### src/rtl/axi_slv_pkg.sv
// Shared types and encodings for the AXI SRAM responder.
package axi_slv_pkg;

  typedef enum logic [2:0] {
    ST_IDLE,
    ST_R_REQ,
    ST_R_DATA,
    ST_W_DATA,
    ST_B_RESP
  } state_t;

  localparam logic [1:0] BURST_FIXED = 2'b00;
  localparam logic [1:0] BURST_INCR  = 2'b01;
  localparam logic [1:0] BURST_WRAP  = 2'b10;

  localparam logic [1:0] RESP_OKAY = 2'b00;

  // wstrb is active-low on this port, so all-zero means every byte lane
  localparam logic [3:0] STRB_FULL = 4'b0000;

  // Only FIXED holds the address; WRAP and reserved encodings step like INCR.
  function automatic logic burst_steps(input logic [1:0] burst);
    return burst != BURST_FIXED;
  endfunction

endpackage

### src/rtl/axi_burst_addr_gen.sv
// Burst word-address and beat tracker shared by the read and write paths.
module axi_burst_addr_gen
  import axi_slv_pkg::*;
#(
  parameter int MEM_AW = 14,
  parameter int LEN_W  = 8
) (
  input  logic              clk,
  input  logic              rstn,
  input  logic              load,
  input  logic [MEM_AW-1:0] load_addr,
  input  logic [LEN_W-1:0]  load_len,
  input  logic [1:0]        load_burst,
  input  logic              step,
  output logic [MEM_AW-1:0] addr,
  output logic              last
);

  logic [MEM_AW-1:0] addr_q;
  logic [LEN_W-1:0]  beat_q;
  logic [LEN_W-1:0]  len_q;
  logic              incr_q;

  always_ff @(posedge clk or negedge rstn) begin
    if (!rstn) begin
      addr_q <= '0;
      beat_q <= '0;
      len_q  <= '0;
      incr_q <= 1'b0;
    end else if (load) begin
      addr_q <= load_addr;
      beat_q <= '0;
      len_q  <= load_len;
      incr_q <= burst_steps(load_burst);
    end else if (step) begin
      beat_q <= beat_q + LEN_W'(1);
      // word address wraps naturally at the top of the macro
      if (incr_q) addr_q <= addr_q + MEM_AW'(1);
    end
  end

  assign addr = addr_q;
  assign last = (beat_q == len_q);

endmodule

### src/rtl/axi_sram_slave.sv
// AXI4 single-transaction responder in front of a single-port synchronous SRAM.
//
// state     | meaning
// ----------+---------------------------------------------------------
// ST_IDLE   | accepting AR or AW, arbitrated when both are offered
// ST_R_REQ  | SRAM read access for the current beat
// ST_R_DATA | presenting read beat on R until rready
// ST_W_DATA | accepting W beats, each written to SRAM in its handshake cycle
// ST_B_RESP | presenting write response until bready
module axi_sram_slave
  import axi_slv_pkg::*;
#(
  parameter int ID_W   = 8,
  parameter int ADDR_W = 32,
  parameter int LEN_W  = 8,
  parameter int MEM_AW = 14
) (
  input  logic              clk,
  input  logic              rstn,
  input  logic [ID_W-1:0]   arid,
  input  logic [ADDR_W-1:0] araddr,
  input  logic [LEN_W-1:0]  arlen,
  input  logic [2:0]        arsize,
  input  logic [1:0]        arburst,
  input  logic              arvalid,
  output logic              arready,
  output logic [ID_W-1:0]   rid,
  output logic [31:0]       rdata,
  output logic [1:0]        rresp,
  output logic              rlast,
  output logic              rvalid,
  input  logic              rready,
  input  logic [ID_W-1:0]   awid,
  input  logic [ADDR_W-1:0] awaddr,
  input  logic [LEN_W-1:0]  awlen,
  input  logic [2:0]        awsize,
  input  logic [1:0]        awburst,
  input  logic              awvalid,
  output logic              awready,
  input  logic [31:0]       wdata,
  input  logic [3:0]        wstrb,
  input  logic              wlast,
  input  logic              wvalid,
  output logic              wready,
  output logic [ID_W-1:0]   bid,
  output logic [1:0]        bresp,
  output logic              bvalid,
  input  logic              bready,
  output logic              mem_ce,
  output logic [3:0]        mem_we,
  output logic [MEM_AW-1:0] mem_addr,
  output logic [31:0]       mem_wdata,
  input  logic [31:0]       mem_rdata
);

  state_t            state;
  logic              out_en;
  logic              last_wr;
  logic              rd_first;
  logic [ID_W-1:0]   id_q;
  logic [31:0]       rdata_q;
  logic [MEM_AW-1:0] cur_addr;
  logic              beat_last;
  logic              idle, both, ar_hns, aw_hns, w_hns, r_hns;
  logic              gen_load, gen_step;
  logic              unused_ok;

  // out_en keeps both address readys low until the first edge after reset
  assign idle    = out_en && (state == ST_IDLE);
  assign both    = arvalid && awvalid;
  assign arready = idle && !(both && !last_wr);
  assign awready = idle && !(both && last_wr);
  assign ar_hns  = arvalid && arready;
  assign aw_hns  = awvalid && awready;

  assign rvalid = (state == ST_R_DATA);
  assign r_hns  = rvalid && rready;
  assign rlast  = rvalid && beat_last;
  assign rdata  = rd_first ? mem_rdata : rdata_q;
  assign rid    = id_q;
  assign rresp  = RESP_OKAY;

  assign wready = (state == ST_W_DATA);
  assign w_hns  = wvalid && wready;

  assign bvalid = (state == ST_B_RESP);
  assign bid    = id_q;
  assign bresp  = RESP_OKAY;

  assign mem_ce    = (state == ST_R_REQ) || w_hns;
  assign mem_we    = w_hns ? ~wstrb : 4'b0000;
  assign mem_addr  = cur_addr;
  assign mem_wdata = w_hns ? wdata : 32'h0;

  assign gen_load = ar_hns || aw_hns;
  assign gen_step = (r_hns && !beat_last) || w_hns;

  axi_burst_addr_gen #(
    .MEM_AW (MEM_AW),
    .LEN_W  (LEN_W)
  ) u_addr_gen (
    .clk        (clk),
    .rstn       (rstn),
    .load       (gen_load),
    .load_addr  (ar_hns ? araddr[MEM_AW+1:2] : awaddr[MEM_AW+1:2]),
    .load_len   (ar_hns ? arlen : awlen),
    .load_burst (ar_hns ? arburst : awburst),
    .step       (gen_step),
    .addr       (cur_addr),
    .last       (beat_last)
  );

  always_ff @(posedge clk or negedge rstn) begin
    if (!rstn) begin
      state    <= ST_IDLE;
      out_en   <= 1'b0;
      last_wr  <= 1'b1;
      rd_first <= 1'b0;
      id_q     <= '0;
      rdata_q  <= '0;
    end else begin
      out_en   <= 1'b1;
      rd_first <= 1'b0;
      case (state)
        ST_IDLE: begin
          if (ar_hns) begin
            state   <= ST_R_REQ;
            id_q    <= arid;
            last_wr <= 1'b0;
          end else if (aw_hns) begin
            state   <= ST_W_DATA;
            id_q    <= awid;
            last_wr <= 1'b1;
          end
        end
        ST_R_REQ: begin
          state    <= ST_R_DATA;
          rd_first <= 1'b1;
        end
        ST_R_DATA: begin
          // SRAM output is only guaranteed for one cycle; hold it for stalls
          if (rd_first) rdata_q <= mem_rdata;
          if (rready) state <= beat_last ? ST_IDLE : ST_R_REQ;
        end
        ST_W_DATA: begin
          if (wvalid && beat_last) state <= ST_B_RESP;
        end
        ST_B_RESP: begin
          if (bready) state <= ST_IDLE;
        end
        default: state <= ST_IDLE;
      endcase
    end
  end

  assign unused_ok = ^{arsize, awsize, wlast,
                       araddr[ADDR_W-1:MEM_AW+2], araddr[1:0],
                       awaddr[ADDR_W-1:MEM_AW+2], awaddr[1:0]};

endmodule

### config.mk
export PLATFORM = sky130hd
export DESIGN_NAME = axi_sram_slave
export DESIGN_NICKNAME = d
export VERILOG_FILES = /design/src/rtl/axi_slv_pkg.sv /design/src/rtl/axi_burst_addr_gen.sv /design/src/rtl/axi_sram_slave.sv
export SDC_FILE = /design/constraint.sdc
export NUM_CORES = 1
export LEC_CHECK = 0
export CAP_MARGIN = 20
export CORE_AREA = 2 2 119 121
export DETAILED_ROUTE_END_ITERATION = 10
export DIE_AREA = 0 0 121 123
export GPL_ROUTABILITY_DRIVEN = 0
export PLACE_DENSITY = 0.78
export RECOVER_POWER = 50
export SYNTH_ARGS = -nofsm -noshare
export SYNTH_HDL_FRONTEND = slang
export SYNTH_SLANG_ARGS = --single-unit
### constraint.sdc
create_clock -name clk -period 1.8 [get_ports clk]
set_input_delay 0.45 -clock clk [delete_from_list [all_inputs] [get_ports clk]]
set_output_delay 0.45 -clock clk [all_outputs]
set_load 0.005 [all_outputs]
==> flow_summary_export.csv, run 1 <==
group,metric,value,unit
status,status,"finished, violations left",
status,violations,"setup timing",
layout,final-seq-area,1940,um^2
grt,gr-total-overflow,0,
cts,cts_tree,"done",
floorplanning,start_util,0.334,
layout,nets,1063,
synthesis,netlist_instances,536,
synthesis,synthesis.area,4550,um^2
power_and_ir_drop,ir_drop,0.620,mV
cts,cts_buffers,9,
setup_path,critical-path-max-stage-delay,420,ps
sta,tightest_slew,1080,ps
setup_path,critPathMostFrequentCell,"buf_6",
setup_path,cp.required,1350,ps
power_and_ir_drop,p_leak,4.41,nW
sta,max_freq,460,MHz
grt,grt_max_degree,78,
power_and_ir_drop,power_density,1480,nW/um^2
sta,rsz0062_at_grt,"yes",
cts,root_buffer,"clkbuf_16",
setup_path,cp.arrival,1720,ps
layout,final_common_cell,"clkdlybuf4s50_1",
setup_path,worstSetupStartpointType,"flop",
cts,clkTransAtPathRegs,60,ps
place,post_dp_cell_area,7500,um^2
sta,setup_tns,-22250,ps
sta,finalHoldViolations,0,
sta,fin_skew,7.96,ps
cts,insertion_delay,320,ps
setup_path,crit_slowest_cell,"dfrtp_1",
drt,vias_per_cell,4.98,
layout,layout_common_cells,"clkdlybuf4s50_1, nand2_1, buf_6",
synthesis,ys_types,50,
layout,fin_cells,1062,
cts,clock_sinks,77,
drt,vias,5286,
grt,grt_pass1_wl,27.4,mm
place,port_buffers,243,
power_and_ir_drop,p_total,14.2,mW
sta,slew_headroom,0.279,
drt,post-route-drc-count,0,
cts,clockBufferDepth,2,
layout,multiInputGateArea,3120,um^2
layout,drive_gt1_frac,0.460,
synthesis,syn-mean-instance-area,8.49,um^2
floorplanning,io_pins,291,
layout,fill_cells,932,
synthesis,synth_seq_cells,77,
min_path,min_path_type,"in -> async",
drt,routedWlPerCell,17.8,um
layout,final_util,0.703,
place,placedCellCount,973,
sta,worst_slack,-374,ps
floorplanning,die_w,121,um
floorplanning,design.die.area,14900,um^2
layout,stdcell_area,9560,um^2
sta,setup_viol,117,
drt,postRouteWirelength,18.9,mm
layout,area_delta_synth_final,110,%
sta,fin_hold_ws,443,ps
layout,diodes,0,
sta,final_max_slew_viol_count,0,
setup_path,worstPathCellList,"buf_6 > buf_6 > nand3b_1 > buf_6 > buf_6 > a31oi_4 > buf_2",
drt,ant_nets,0,
place,place_hpwl,10.6,mm
sta,period_needed,2170,ps
drt,drt-pass1-iter-count,4,
sta,period_share,1.21,
drt,drt-initial-drc-count,239,
run,cap_violations,0,
setup_path,timing.setup.critical_path_class,"reg -> out",
cts,htree_levels,3,
grt,grt_pass1_vias,5272,
setup_path,cp_max_fo,3,
grt,gr-usage-all-layers,0.234,
synthesis,yosysWarnings,0,
floorplanning,row_count,43,
grt,antenna_found_initial,0,
synthesis,yosysSeqAreaShare,0.424,
floorplanning,core_area,13600,um^2
setup_path,cp-end-kind,"output pin",
floorplanning,dieHeight,123,um
place,dp_slack,-621,ps
==> timing repair <==
item | 4_1_cts | 5_1_grt
hold buffers | 0 | 0
buffers inserted | 43 | 32
gates cloned | 12 | 0
resized for setup | 449 | 200
pin swaps | 79 | 75
setup endpoints to repair | 116 | 131
==> state kept, by name (all words and copies together), names as in the netlist <==
signal,count
u_addr_gen.len_q,8
bid,8
state,3
rd_first,1
last_wr,1
u_addr_gen.addr,14
u_addr_gen.incr_q,1
out_en,1
u_addr_gen.beat_q,8
rdata_q,32
==> worst paths after layout <==
path	startpoint	to	depth (start not counted)	slack [ps]
min	rstn	rdata_q[12]	2	440
max in group asynchronous	rstn	rd_first	2	570
max	state[2]	arready	7	-370
min in group clk	rdata_q[23]	rdata_q[23]	2	470
max reg2reg	state[2]	u_addr_gen.addr[11]	9	-320
min reg2reg	rdata_q[23]	rdata_q[23]	2	470
==> synth_stat cells, drive strengths merged <==
cell type	number	area share
ha	2	0.0055
and3	13	0.018
a2111oi	1	0.0019
a211oi	7	0.015
buf	28	0.041
a21boi	1	0.0017
nor2	36	0.030
nor2b	3	0.0041
a21oi	15	0.017
mux2i	7	0.015
or3b	1	0.0019
xnor2	15	0.029
o41ai	1	0.0019
inv	5	0.0041
o311ai	1	0.0019
nand2	175	0.15
o21ai	5	0.0055
a311oi	2	0.0039
a211o	1	0.0019
or3	1	0.0014
o211ai	2	0.0063
nand2b	1	0.0014
a31oi	20	0.028
o31ai	1	0.0017
o31a	1	0.0019
conb	2	0.0017
or2	3	0.0041
nand3b	2	0.0033
clkbuf	17	0.014
a21o	1	0.0017
o2111ai	1	0.0058
and4	1	0.0019
a221o	1	0.0022
clkinv	1	0.0036
nand3	7	0.0077
xor2	1	0.0019
mux2	34	0.084
dfstp	1	0.0058
nand4	5	0.0069
and2	32	0.044
o221ai	2	0.0039
nor3	4	0.0044
dfrtp	76	0.42
==> area by class of cell <==
type | instances | area share
clock buffer | 13 | 0.0293
clock inverter | 1 | 0.000523
inverter | 6 | 0.00392
multi-input combinational | 411 | 0.327
sequential | 77 | 0.202
tap | 180 | 0.0235
timing repair buffer | 374 | 0.414
==> critical path, delay by kind of cell, from the launching register on <==
kind	cells	cell delay, ps
AOI/OAI and AO/OA	1	130
buffers and inverters	5	660
DFF	1	420
and+or+nand+nor	1	190
==> per-layer routing <==
metal,track usage,share of wire
met4,0.0843,0.023
met2,0.416,0.53
met3,0.0507,0.061
met1,0.277,0.39
met5,0,0
==> cells by family (layout without fill, tap and decap cells) <==
group                    after synthesis  in the layout  share of synthesized area
AND/OR/NAND/NOR                      284            284                      0.274
other                                  2              5                    0.00165
buffers and inverters                 51            394                     0.0627
AO/OA/AOI/OAI                         63             63                      0.102
XOR/XNOR                              16             16                     0.0308
multiplexers                          41             41                     0.0996
adder cells (fa/ha/maj)                2              2                    0.00550
flip-flops                            77             77                      0.424
==> report_power, final <==
part | total (mW) | switching [mW] | internal (mW)
registers | 3.20 | 0.683 | 2.52
logic | 9.21 | 3.69 | 5.52
clock network | 1.74 | 0.677 | 1.07
total | 14.2 | 5.05 | 9.11
No activity file was read; power rests on OpenSTA's default activity.
==> run 2, diff against run 1 <==
CORE_AREA = 2 2 133 109   (was 2 2 119 121)
DIE_AREA = 0 0 135 111   (was 0 0 121 123)
==> flow_summary_export.csv, run 2 (same netlist as run 1, synthesis figures left out) <==
group,metric,value,unit
place,port_buffers,243,
min_path,min_path_type,"in -> async",
drt,postRouteWirelength,19.1,mm
layout,multiInputGateArea,2950,um^2
sta,setup_tns,-21500,ps
power_and_ir_drop,ir_drop,0.840,mV
power_and_ir_drop,p_total,13.8,mW
setup_path,r2r_start,"state[0]",
floorplanning,start_util,0.328,
setup_path,crit_path_end,"u_addr_gen.addr[4]",
drt,vias,5286,
setup_path,reg2reg_depth,10,
layout,diodes,0,
cts,cts_buffers,9,
cts,htree_levels,3,
cts,insertion_delay,340,ps
drt,post-route-drc-count,0,
layout,layout_common_cells,"clkdlybuf4s50_1, nand2_1, buf_6",
setup_path,cp.required,2030,ps
layout,final-seq-area,1940,um^2
power_and_ir_drop,comb_power_share,0.645,
grt,grt_max_degree,36,
cts,cts_tree,"done",
sta,period_share,1.16,
grt,gr-usage-all-layers,0.234,
power_and_ir_drop,p_seq_frac,0.235,
grt,antenna_found_initial,0,
power_and_ir_drop,p_leak,4.30,nW
drt,routedWlPerCell,17.9,um
run,cap_violations,1,
drt,drt-pass1-iter-count,4,
power_and_ir_drop,p_clk_frac,0.120,
sta,setup_viol,113,
floorplanning,core_area,13900,um^2
cts,clockBufferDepth,2,
drt,ant_nets,0,
power_and_ir_drop,p_int,8.74,mW
cts,clkTransAtPathRegs,60,ps
cts,root_buffer,"clkbuf_16",
sta,max_freq,479,MHz
sta,worst_slack,-289,ps
drt,vias_per_cell,4.94,
status,status,"finished, violations left",
cts,hold_buffers,0,
setup_path,rrSetupSlack,-290,ps
drt,drt-initial-drc-count,234,
floorplanning,die_w,135,um
power_and_ir_drop,power.switching,5.09,mW
setup_path,r2r_end,"u_addr_gen.addr[4]",
layout,area_delta_synth_final,106,%
setup_path,cp_max_fo,4,
status,violations,"capacitance limit, slew limit, setup timing",
sta,finalHoldViolations,0,
place,place_hpwl,11.5,mm
sta,slew_headroom,-0.0172,
power_and_ir_drop,swShare,0.368,
sta,fin_skew,9.84,ps
grt,grt_pass1_vias,5205,
floorplanning,design.die.area,15000,um^2
grt,grt_pass1_wl,27.6,mm
setup_path,timing.setup.critical_path_class,"reg -> reg",
setup_path,cp.arrival,2310,ps
sta,tightest_slew,1530,ps
setup_path,worstSetupStartpointType,"flop",
layout,fill_cells,998,
sta,final_max_slew_viol_count,30,
place,dp_slack,-621,ps
layout,largest_register_ffs,32,
floorplanning,io_pins,291,
sta,period_needed,2090,ps
cts,clock_sinks,77,
floorplanning,row_count,39,
layout,largest-register,"rdata_q",
layout,nets,1064,
grt,gr-total-overflow,0,
setup_path,cp-end-kind,"flop",
power_and_ir_drop,power_density,1480,nW/um^2
setup_path,crit_start,"state[0]",
sta,rsz0062_at_grt,"yes",
layout,drive_gt1_frac,0.440,
layout,final_common_cell,"clkdlybuf4s50_1",
floorplanning,dieHeight,111,um
## run 2: changes by cell type in the layout (fill, tap and decap cells not counted), sizes merged
cell / previous run / this run
clkinvlp: 0 / 4
buf: 197 / 196
dlymetal6s2s: 1 / 4
clkinv: 2 / 3
clkdlybuf4s50: 165 / 162
clkbuf: 22 / 21
## run 2: critical path, cell delays in order (launching register included)
cell and delay [ps]:
dfrtp_1 380, buf_6 130, or3b_4 390, buf_6 140
clkinv_8 40, buf_8 100, o2111ai_4 180, nand2_4 160
buf_6 120, a211oi_2 60, a311oi_1 260
## run 2: power by group through the flow
stage / Clock (mW) / Combinational (mW) / Sequential [mW]
final: 1.67 / 8.92 / 3.24
after global routing: 1.76 / 9.51 / 3.34
after CTS: 1.69 / 7.89 / 3.16
after detailed placement: 0 / 6.18 / 3.14
after global placement: 0 / 6.07 / 3.11
after floorplan: 0 / 3.03 / 3.02
## run 2: repair_timing
action | 4_1_cts | 5_1_grt
pin swaps | 89 | 52
buffers inserted | 39 | 29
resized for setup | 459 | 134
gates cloned | 11 | 4
setup endpoints to repair | 122 | 135
## run 2: area by class of cell
type,count,share of cell area
multi-input cells,411,0.316
clock buffers,10,0.0245
clock inverters,6,0.00428
inverters,6,0.00401
repair buffers,375,0.420
flip-flops and latches,77,0.207
well taps,184,0.0246
## run 2: stage by stage
| step | instance area (um^2) | hold WS (ps) | std cells | utilization |
|---|---|---|---|---|
| floorplan | 4570 | 154 | 539 | - |
| global placement | 7520 | 401 | 982 | 0.542 |
| detailed placement | 7520 | 397 | 982 | 0.542 |
| CTS | 8790 | 36.9 | 1048 | 0.635 |
| global route | 9360 | 504 | 1069 | 0.675 |
| finish | 9360 | 479 | 1069 | 0.675 |
## run 2: worst min-delay path by stage
stage | from | slack (ps) | to
3_5_place_dp | rstn | 400 | rdata_q[16]
2_1_floorplan | rstn | 150 | bid[0]
3_3_place_gp | rstn | 400 | rdata_q[16]
6_report | rstn | 480 | rdata_q[22]
5_1_grt | rdata_q[29] | 500 | rdata_q[29]
4_1_cts | rstn | 40 | rdata_q[22]
## run 2: metal layers
layer	share of wire	global-route usage	wire (um)	up-vias
met5	0	0	0	-
met4	0.020	0.0660	386	0
met3	0.083	0.0668	1580	24
met2	0.49	0.384	9470	242
met1	0.40	0.303	7710	2558
li1	-	-	-	2462
==> run 3, diff against run 2 <==
CTS_CLUSTER_SIZE = 30   (was unset)
==> results of run 3 <==
The final DEF is identical to that of run 2; final timing and power are the same.
